===== src/rtl/ram_dma_arbiter_pkg.sv =====
// Shared constants for the RAM DMA read-port arbiter.
package ram_dma_arbiter_pkg;

  // Arbiter state encodings (2-bit)
  localparam logic [1:0] ST_IDLE    = 2'd0;
  localparam logic [1:0] ST_ISSUE   = 2'd1;
  localparam logic [1:0] ST_RELEASE = 2'd2;

  // Flattened per-requester buses: requester idx occupies [slice_lo(idx,wid) +: wid]
  function automatic int slice_lo(input int idx, input int wid);
    return idx * wid;
  endfunction

endpackage


===== src/rtl/ram_dma_arbiter_rr_pick.sv =====
// Combinational round-robin picker: first set request after 'last', with wrap.
module rr_pick #(
  parameter int NUM_REQ     = 3,
  parameter int NUM_REQ_SIZ = 2
) (
  input  logic [NUM_REQ-1:0]     req,
  input  logic [NUM_REQ_SIZ-1:0] last,
  output logic [NUM_REQ-1:0]     pick,
  output logic [NUM_REQ_SIZ-1:0] idx,
  output logic                   any
);

  // Scan last+1 .. last+NUM_REQ (mod NUM_REQ); the first hit wins
  always_comb begin
    logic [NUM_REQ_SIZ-1:0] c;
    c    = '0;
    idx  = '0;
    any  = 1'b0;
    pick = '0;
    for (int k = 1; k <= NUM_REQ; k++) begin
      c = NUM_REQ_SIZ'((int'(last) + k) % NUM_REQ);
      if (!any && req[c]) begin
        any = 1'b1;
        idx = c;
      end
    end
    for (int j = 0; j < NUM_REQ; j++)
      pick[j] = any && (idx == NUM_REQ_SIZ'(j));
  end

endmodule


===== src/rtl/ram_dma_arbiter.sv =====
// Shares the single RAM DMA read port between NUM_REQ single-word requesters.
// One transaction in flight, round-robin per word.
module ram_dma_arbiter #(
  parameter int NUM_REQ      = 3,
  parameter int NUM_REQ_SIZ  = 2,
  parameter int RAM_WID      = 32,
  parameter int RAM_WORD_WID = 16
) (
  input  logic                       clk,
  input  logic                       rst,
  input  logic [NUM_REQ*RAM_WID-1:0] req_addr,
  input  logic [NUM_REQ-1:0]         req_read,
  output logic [RAM_WORD_WID-1:0]    req_word,
  output logic [NUM_REQ-1:0]         req_valid,
  output logic [NUM_REQ-1:0]         grant,
  output logic [RAM_WID-1:0]         ram_dma_addr,
  output logic                       ram_read,
  input  logic [RAM_WORD_WID-1:0]    ram_word,
  input  logic                       ram_valid
);
  import ram_dma_arbiter_pkg::*;

  logic [1:0]              state_q, state_d;
  logic [NUM_REQ_SIZ-1:0]  last_q, last_d;
  logic [NUM_REQ_SIZ-1:0]  gidx_q, gidx_d;
  logic [NUM_REQ-1:0]      grant_q, grant_d;
  logic [NUM_REQ-1:0]      valid_q, valid_d;
  logic [RAM_WID-1:0]      addr_q, addr_d;
  logic                    read_q, read_d;
  logic [RAM_WORD_WID-1:0] word_q, word_d;

  logic [NUM_REQ-1:0]      pick;
  logic [NUM_REQ_SIZ-1:0]  pick_idx;
  logic                    pick_any;

  rr_pick #(.NUM_REQ(NUM_REQ), .NUM_REQ_SIZ(NUM_REQ_SIZ)) u_pick (
    .req  (req_read),
    .last (last_q),
    .pick (pick),
    .idx  (pick_idx),
    .any  (pick_any)
  );

  // Next-state: grant in IDLE, wait for RAM in ISSUE, wait for both sides to drop in RELEASE
  always_comb begin
    state_d = state_q;
    last_d  = last_q;
    gidx_d  = gidx_q;
    grant_d = grant_q;
    valid_d = valid_q;
    addr_d  = addr_q;
    read_d  = read_q;
    word_d  = word_q;
    case (state_q)
      ST_IDLE: begin
        if (pick_any) begin
          grant_d = pick;
          gidx_d  = pick_idx;
          addr_d  = req_addr[slice_lo(int'(pick_idx), RAM_WID) +: RAM_WID];
          read_d  = 1'b1;
          state_d = ST_ISSUE;
        end
      end
      ST_ISSUE: begin
        if (ram_valid) begin
          word_d  = ram_word;
          read_d  = 1'b0;
          // An aborted request still lets the RAM finish, but gets no valid
          if (req_read[gidx_q]) valid_d = grant_q;
          state_d = ST_RELEASE;
        end
      end
      ST_RELEASE: begin
        if (!req_read[gidx_q] && !ram_valid) begin
          valid_d = '0;
          grant_d = '0;
          last_d  = gidx_q;
          state_d = ST_IDLE;
        end
      end
      default: state_d = ST_IDLE;
    endcase
  end

  // State registers; reset leaves requester 0 as top priority
  always_ff @(posedge clk) begin
    if (rst) begin
      state_q <= ST_IDLE;
      last_q  <= NUM_REQ_SIZ'(NUM_REQ - 1);
      gidx_q  <= '0;
      grant_q <= '0;
      valid_q <= '0;
      addr_q  <= '0;
      read_q  <= 1'b0;
      word_q  <= '0;
    end else begin
      state_q <= state_d;
      last_q  <= last_d;
      gidx_q  <= gidx_d;
      grant_q <= grant_d;
      valid_q <= valid_d;
      addr_q  <= addr_d;
      read_q  <= read_d;
      word_q  <= word_d;
    end
  end

  assign req_word     = word_q;
  assign req_valid    = valid_q;
  assign grant        = grant_q;
  assign ram_dma_addr = addr_q;
  assign ram_read     = read_q;

`ifndef SYNTHESIS
  // Structural invariants of the grant/valid/read outputs
  always_ff @(posedge clk) begin
    if (!rst) begin
      assert ($onehot0(grant_q));
      assert ((valid_q & ~grant_q) == '0);
      assert (!read_q || (grant_q != '0));
    end
  end
`endif

endmodule


===== config.mk =====
export PLATFORM = sky130hd
export DESIGN_NAME = ram_dma_arbiter
export DESIGN_NICKNAME = d
export VERILOG_FILES = /design/src/rtl/ram_dma_arbiter_pkg.sv /design/src/rtl/ram_dma_arbiter_rr_pick.sv /design/src/rtl/ram_dma_arbiter.sv
export SDC_FILE = /design/constraint.sdc
export NUM_CORES = 1
export LEC_CHECK = 0
export ABC_AREA = 1
export CAP_MARGIN = 20
export CORE_ASPECT_RATIO = 1.4
export CORE_MARGIN = 3
export CORE_UTILIZATION = 39
export CTS_CLUSTER_SIZE = 16
export DETAILED_ROUTE_END_ITERATION = 8
export PLACE_DENSITY = 0.81
export SLEW_MARGIN = 40
export SYNTH_ARGS = -nofsm -noshare
export SYNTH_HDL_FRONTEND = slang
export SYNTH_HIERARCHICAL = 1
export SYNTH_SLANG_ARGS = --single-unit

===== constraint.sdc =====
create_clock -name clk -period 2.4 [get_ports clk]
set_input_delay 0.36 -clock clk [delete_from_list [all_inputs] [get_ports clk]]
set_output_delay 0.36 -clock clk [all_outputs]
set_load 0.1 [all_outputs]

Word-level counts from Yosys, hierarchy flattened. Cells that the tools add are included.

Register bits after elaboration: 61. Input port bits: 118. Output and inout bits: 55.

Add/subtract/negate cells: 3. Divide/modulo/power cells: 3. Order comparisons: 4. Eq/ne operators: 8. Shift-type cells: 1. Multiplexer cells: 27. Reduce and logical (&&, ||, !) cells: 22.

Operators with widths (count): modulo 32 x 3 -> 32 bit (second input constant) (3); variable part select 96 x 8 -> 32 bit (1); < comparator 2 x 3 -> 1 bit (second input constant) (4); 2-to-1 mux 2 bit (6); 2-to-1 mux 3 bit (4); case mux 3 bit (2 select lines) (2); 2-to-1 mux 1 bit (9); AND reduction 3 bit (3); binary-select mux 1 bit (select 2 bit) (4); != test 2 bit (second input constant) (4); adder 2 x 2 -> 3 bit (second input constant) (2); logical AND 1 bit (6); case mux 2 bit (3 select lines) (1); AND reduction 2 bit (3); nonzero test 2 bit (3); equality test 2 x 1 -> 1 bit (second input constant) (2); equality test 2 bit (second input constant) (2); zero test 1 bit (4); zero test 2 bit (2); AND reduction 4 bit (1); adder 2 x 1 -> 3 bit (second input constant) (1); case mux 1 bit (2 select lines) (1).

Logic depth before layout (Yosys ltp).
Depth after elaboration: 15. Depth in mapped cells: 17. Mapped depth without buffers: 15.

Hierarchy. The synthesis kept the hierarchy.

Modules (own cells, without submodules): ram_dma_arbiter (times used 1, cells each 390, area each 2844.0 um^2); rr_pick (times used 1, cells each 46, area each 237.7 um^2).

Worst setup path before layout. Ideal clock, no wire load.

Kind: reg2reg. Start point: reg last_q[0]. End point: reg addr_q[19] (netlist: ram_dma_addr[19]). Library setup time: 0.134 ns. Arrival: 1.942 ns. Slack: 0.324 ns. Cell stages (with the launch flop): 17. Path through: dfxtp_1 > inv_1 > ha_1 > inv_1 > nand2_1 > nand3_2 > nand2_2 > nand3_1 > nand2_1 > inv_1 > nand2_1 > buf_4 > inv_2 > buf_2 > or2_0 > o211ai_1 > a31oi_1.

Cells in the longest elaborated chain, start to end: 12.

Ends and longest elaborated chain: from (decl) (RTL line ram_dma_arbiter.sv:24) `logic [NUM_REQ_SIZ-1:0] last_q, last_d;`; from (signal assigned) (RTL line ram_dma_arbiter.sv:89) `last_q <= NUM_REQ_SIZ'(NUM_REQ - 1);`; from (signal assigned) (RTL line ram_dma_arbiter.sv:98) `last_q <= last_d;`; adder 2 x 1 -> 3 bit (RTL line ram_dma_arbiter_rr_pick.sv:21) `c = NUM_REQ_SIZ'((int'(last) + k) % NUM_REQ);`; modulo 32 x 3 -> 32 bit (RTL line ram_dma_arbiter_rr_pick.sv:21); binary-select mux 1 bit (select 2 bit) (RTL line ram_dma_arbiter_rr_pick.sv:22) `if (!any && req[c]) begin`; 2-to-1 mux 1 bit (not written as such) (RTL line ram_dma_arbiter_rr_pick.sv:22); 2-to-1 mux 1 bit (RTL line ram_dma_arbiter_rr_pick.sv:22); zero test 1 bit (RTL line ram_dma_arbiter_rr_pick.sv:22); logical AND 1 bit (RTL line ram_dma_arbiter_rr_pick.sv:22); 2-to-1 mux 1 bit (RTL line ram_dma_arbiter_rr_pick.sv:22); zero test 1 bit (RTL line ram_dma_arbiter_rr_pick.sv:22); logical AND 1 bit (RTL line ram_dma_arbiter_rr_pick.sv:22); 2-to-1 mux 2 bit (*) (RTL line ram_dma_arbiter_rr_pick.sv:22); named net pick_idx[0] (RTL line ram_dma_arbiter.sv:33) `logic [NUM_REQ_SIZ-1:0] pick_idx;`; variable part select 96 x 8 -> 32 bit (*) (RTL line ram_dma_arbiter.sv:59) `addr_d = req_addr[slice_lo(int'(pick_idx), RAM_WID) +: RAM_WID];`; to (signal assigned) (RTL line ram_dma_arbiter.sv:102) `addr_q <= addr_d;`; to (decl) (RTL line ram_dma_arbiter.sv:28) `logic [RAM_WID-1:0] addr_q, addr_d;`.

The timed path passes the listed nets; every way through them passes the cells marked *. The select of a mux whose other input is x is not followed. A chain may end at the register's enable or synchronous reset.

Worst setup path in the final report.
Start point: reg last_q[0]. End point: reg addr_q[14] (netlist: ram_dma_addr[14]).

Same word-level chain as after synthesis.

==> flow_metrics.py <==
metrics = {
    "detailed_routing": {
        "drt-initial-drc-count": 155,
        "viasPerCell": 5.16,
        "routedWlPerCell_um": 15.0,
        "vias": 3659,
        "drc_errors": 0,
        "firstDrtPassIters": 4,
        "ant_nets": 0,
        "wirelength_mm": 10.6,
    },
    "run_status": {
        "status": "completed",
    },
    "floorplanning": {
        "initial_core_util": 0.411,
        "dieWidth_um": 81.1,
        "row_count": 37,
        "core_um2": 7500,
        "die-area_um2": 9020,
        "die_h_um": 111,
        "io_pins": 173,
    },
    "sta": {
        "setup_tns_ps": 0,
        "hold_violations": 0,
        "tightest_slew_ps": 371,
        "setup_violations": 0,
        "max_freq_mhz": 464,
        "period_needed_ps": 2160,
        "slew_violations": 0,
        "rsz0062_at_grt": "no",
        "fin_skew_ps": 7.55,
        "slew_headroom": 0.752,
        "timing.final.crit_share": 0.899,
    },
    "critical_path": {
        "r2r_slack_ps": 240,
        "worstPathMaxFanout": 12,
        "path_class": "flip-flop to flip-flop",
        "r2r_start": "last_q[0]",
        "ff2ff_path_depth": 15,
        "path_cells": "inv_1, ha_4, inv_1, nand2_1, nand3_2, nand2_2, nand3_1, nand2_1, inv_1, nand2_2, inv_2, buf_4, or2_0, o211ai_1, a31oi_1",
        "crit_slowest_cell": "dfxtp_2",
        "critPathLaunchType": "flip-flop",
        "r2r_end": "ram_dma_addr[14]",
        "crit_buf_inv": 5,
        "cp_top_family": "simple AND/OR/NAND/NOR gates",
        "critical-path-max-stage-delay_ps": 350,
        "crit_path_frequent_cell": "inv_1",
        "end_kind": "flip-flop",
        "cp_data_required_time_ps": 2620,
        "arrival_ps": 2380,
    },
    "grt": {
        "grt_pass1_vias": 3628,
        "grtUsageMet3": 0.0748,
        "grt_max_degree": 27,
        "grt_pass1_wl_mm": 16.6,
        "use_met2": 0.409,
        "grt_usage": 0.233,
        "antenna_found_initial": 0,
        "gr-total-overflow": 0,
        "met1_usage": 0.242,
        "gr-max-usage-layer": "met2",
    },
    "clock_network": {
        "cts.path.max_buffers": 2,
        "cts_tree": "done",
        "numCtsBuffers": 9,
        "clockRootBuffer": "clkbuf_8",
        "clock_sinks": 61,
        "clk_latency_ps": 340,
        "path_clk_slew_ps": 70,
        "htree_levels": 3,
    },
    "synthesis": {
        "ys_seq_elements": 61,
        "postSynthAreaPerCell_um2": 7.07,
        "synth_area_leaders": "dfxtp_1 (40%), nor2_1 (10%), o21ai_0 (10%)",
        "ys_warn_count": 6,
        "synth_top_cell_by_area": "dfxtp_1",
        "ys_seq_area_frac": 0.396,
        "yosys.area.top_type_share": 0.396,
        "synth_nets": 557,
        "synthCells": 436,
        "synth_cell_types": 30,
        "synth_area_um2": 3080,
    },
    "finish": {
        "diodes": 0,
        "area_growth_pct": 62.4,
        "final_cell_mix": "clkdlybuf4s50_1 (117), nor2_1 (86), buf_4 (70)",
        "drive_above_1_share": 0.188,
        "post-route-util": 0.668,
        "final.fill_count": 667,
        "multi_input_area_um2": 1610,
        "layout_commonest_cell": "clkdlybuf4s50_1",
        "design_area_um2": 5010,
        "seqCellArea_um2": 1220,
        "fin_nets": 728,
    },
    "flow_run": {
        "cap_violations": 0,
    },
    "placed_design": {
        "place_area_um2": 4760,
        "place_congestion": 0.944,
        "portBuffers": 172,
        "dpl.hpwl_mm": 8.16,
    },
    "worst_hold_path": {
        "hold_path_depth": 2,
        "hold_start": "ram_read",
        "hp-class": "flip-flop to flip-flop",
        "whs_endpoint": "ram_read",
    },
    "power_and_ir_drop": {
        "p_per_area_nw_per_um2": 832,
        "ir_drop_uv": 599,
        "p_leak_nw": 2.14,
    },
}
logic make-up after synthesis:
| group | count (synthesis) | share of synthesized area |
|---|---|---|
| simple gates | 173 | 0.252 |
| buf+inv | 54 | 0.0873 |
| compound gates | 145 | 0.252 |
| flops | 61 | 0.396 |
| fa+ha+maj | 3 | 0.0122 |
state kept, by name (all words and copies together), names as in the netlist:
signal	flops
ram_dma_addr	32
req_word	16
grant	3
req_valid	3
ram_read	1
gidx_q	2
state_q	2
last_q	2
layout make-up:
class | instances | area share
Timing Repair Buffer | 189 | 0.347
Multi-Input combinational cell | 321 | 0.321
Sequential cell | 61 | 0.244
Clock buffer | 12 | 0.0310
Tap cell | 97 | 0.0242
Inverter | 25 | 0.0187
Clock inverter | 4 | 0.0140
worst register-to-register path, cell delays in order (launching register included):
cell and delay, ps:
dfxtp_2 350, inv_1 70, ha_4 300, inv_1 70, nand2_1 80, nand3_2 70, nand2_2 110, nand3_1 90
nand2_1 70, inv_1 70, nand2_2 130, inv_2 80, buf_4 180, or2_0 200, o211ai_1 100, a31oi_1 100
worst max path at each step:
stage | start | end | cells past startpoint
floorplan | last_q[0] | ram_dma_addr[19] | 16
global placement | req_read[1] | ram_dma_addr[15] | 10
detailed placement | req_read[1] | ram_dma_addr[14] | 10
CTS | last_q[0] | ram_dma_addr[14] | 15
global route | last_q[0] | ram_dma_addr[14] | 15
finish | last_q[0] | ram_dma_addr[14] | 15
where the power goes:
part           internal [mW]  leakage, nW  total (mW)  switching, mW
Sequential              1.15        0.504        1.23         0.0770
Clock                  0.638        0.116        1.04          0.399
Combinational          0.539         1.52        1.90           1.36
per-layer routing:
metal / up-vias / part of all wire / routed length [um]
met5: - / 0 / 0
met4: 0 / 0.034 / 363
met3: 30 / 0.094 / 995
met2: 174 / 0.50 / 5360
met1: 1648 / 0.37 / 3900
li1: 1807 / - / -
per-stage QoR:
stage | power, mW | worst slack [ps] | hold WS, ps | instances
3_3_place_gp | 3.13 | 81.3 | 452 | 693
6_report | 4.17 | 243 | 461 | 709
2_1_floorplan | 2.60 | 324 | 460 | 436
3_5_place_dp | 3.15 | 30.4 | 456 | 693
5_1_grt | 4.34 | 58.3 | 477 | 709
4_1_cts | 4.19 | 32.3 | 465 | 709
synthesized netlist by cell type, drive strengths merged:
cell type	instances
a211oi	1
a21boi	3
a21oi	54
a31oi	10
buf	23
clkbuf	6
dfxtp	61
ha	3
inv	25
nand2	42
nand3	26
nand4	2
nor2	93
nor3	1
o211ai	10
o21ai	67
or2	9
timing repair:
action | CTS | global route
setup buffers | 0 | 0
resized for setup | 0 | 4
setup endpoints to repair | 0 | 32
hold buffers | 0 | 0
(Power assumes the default switching activity.)
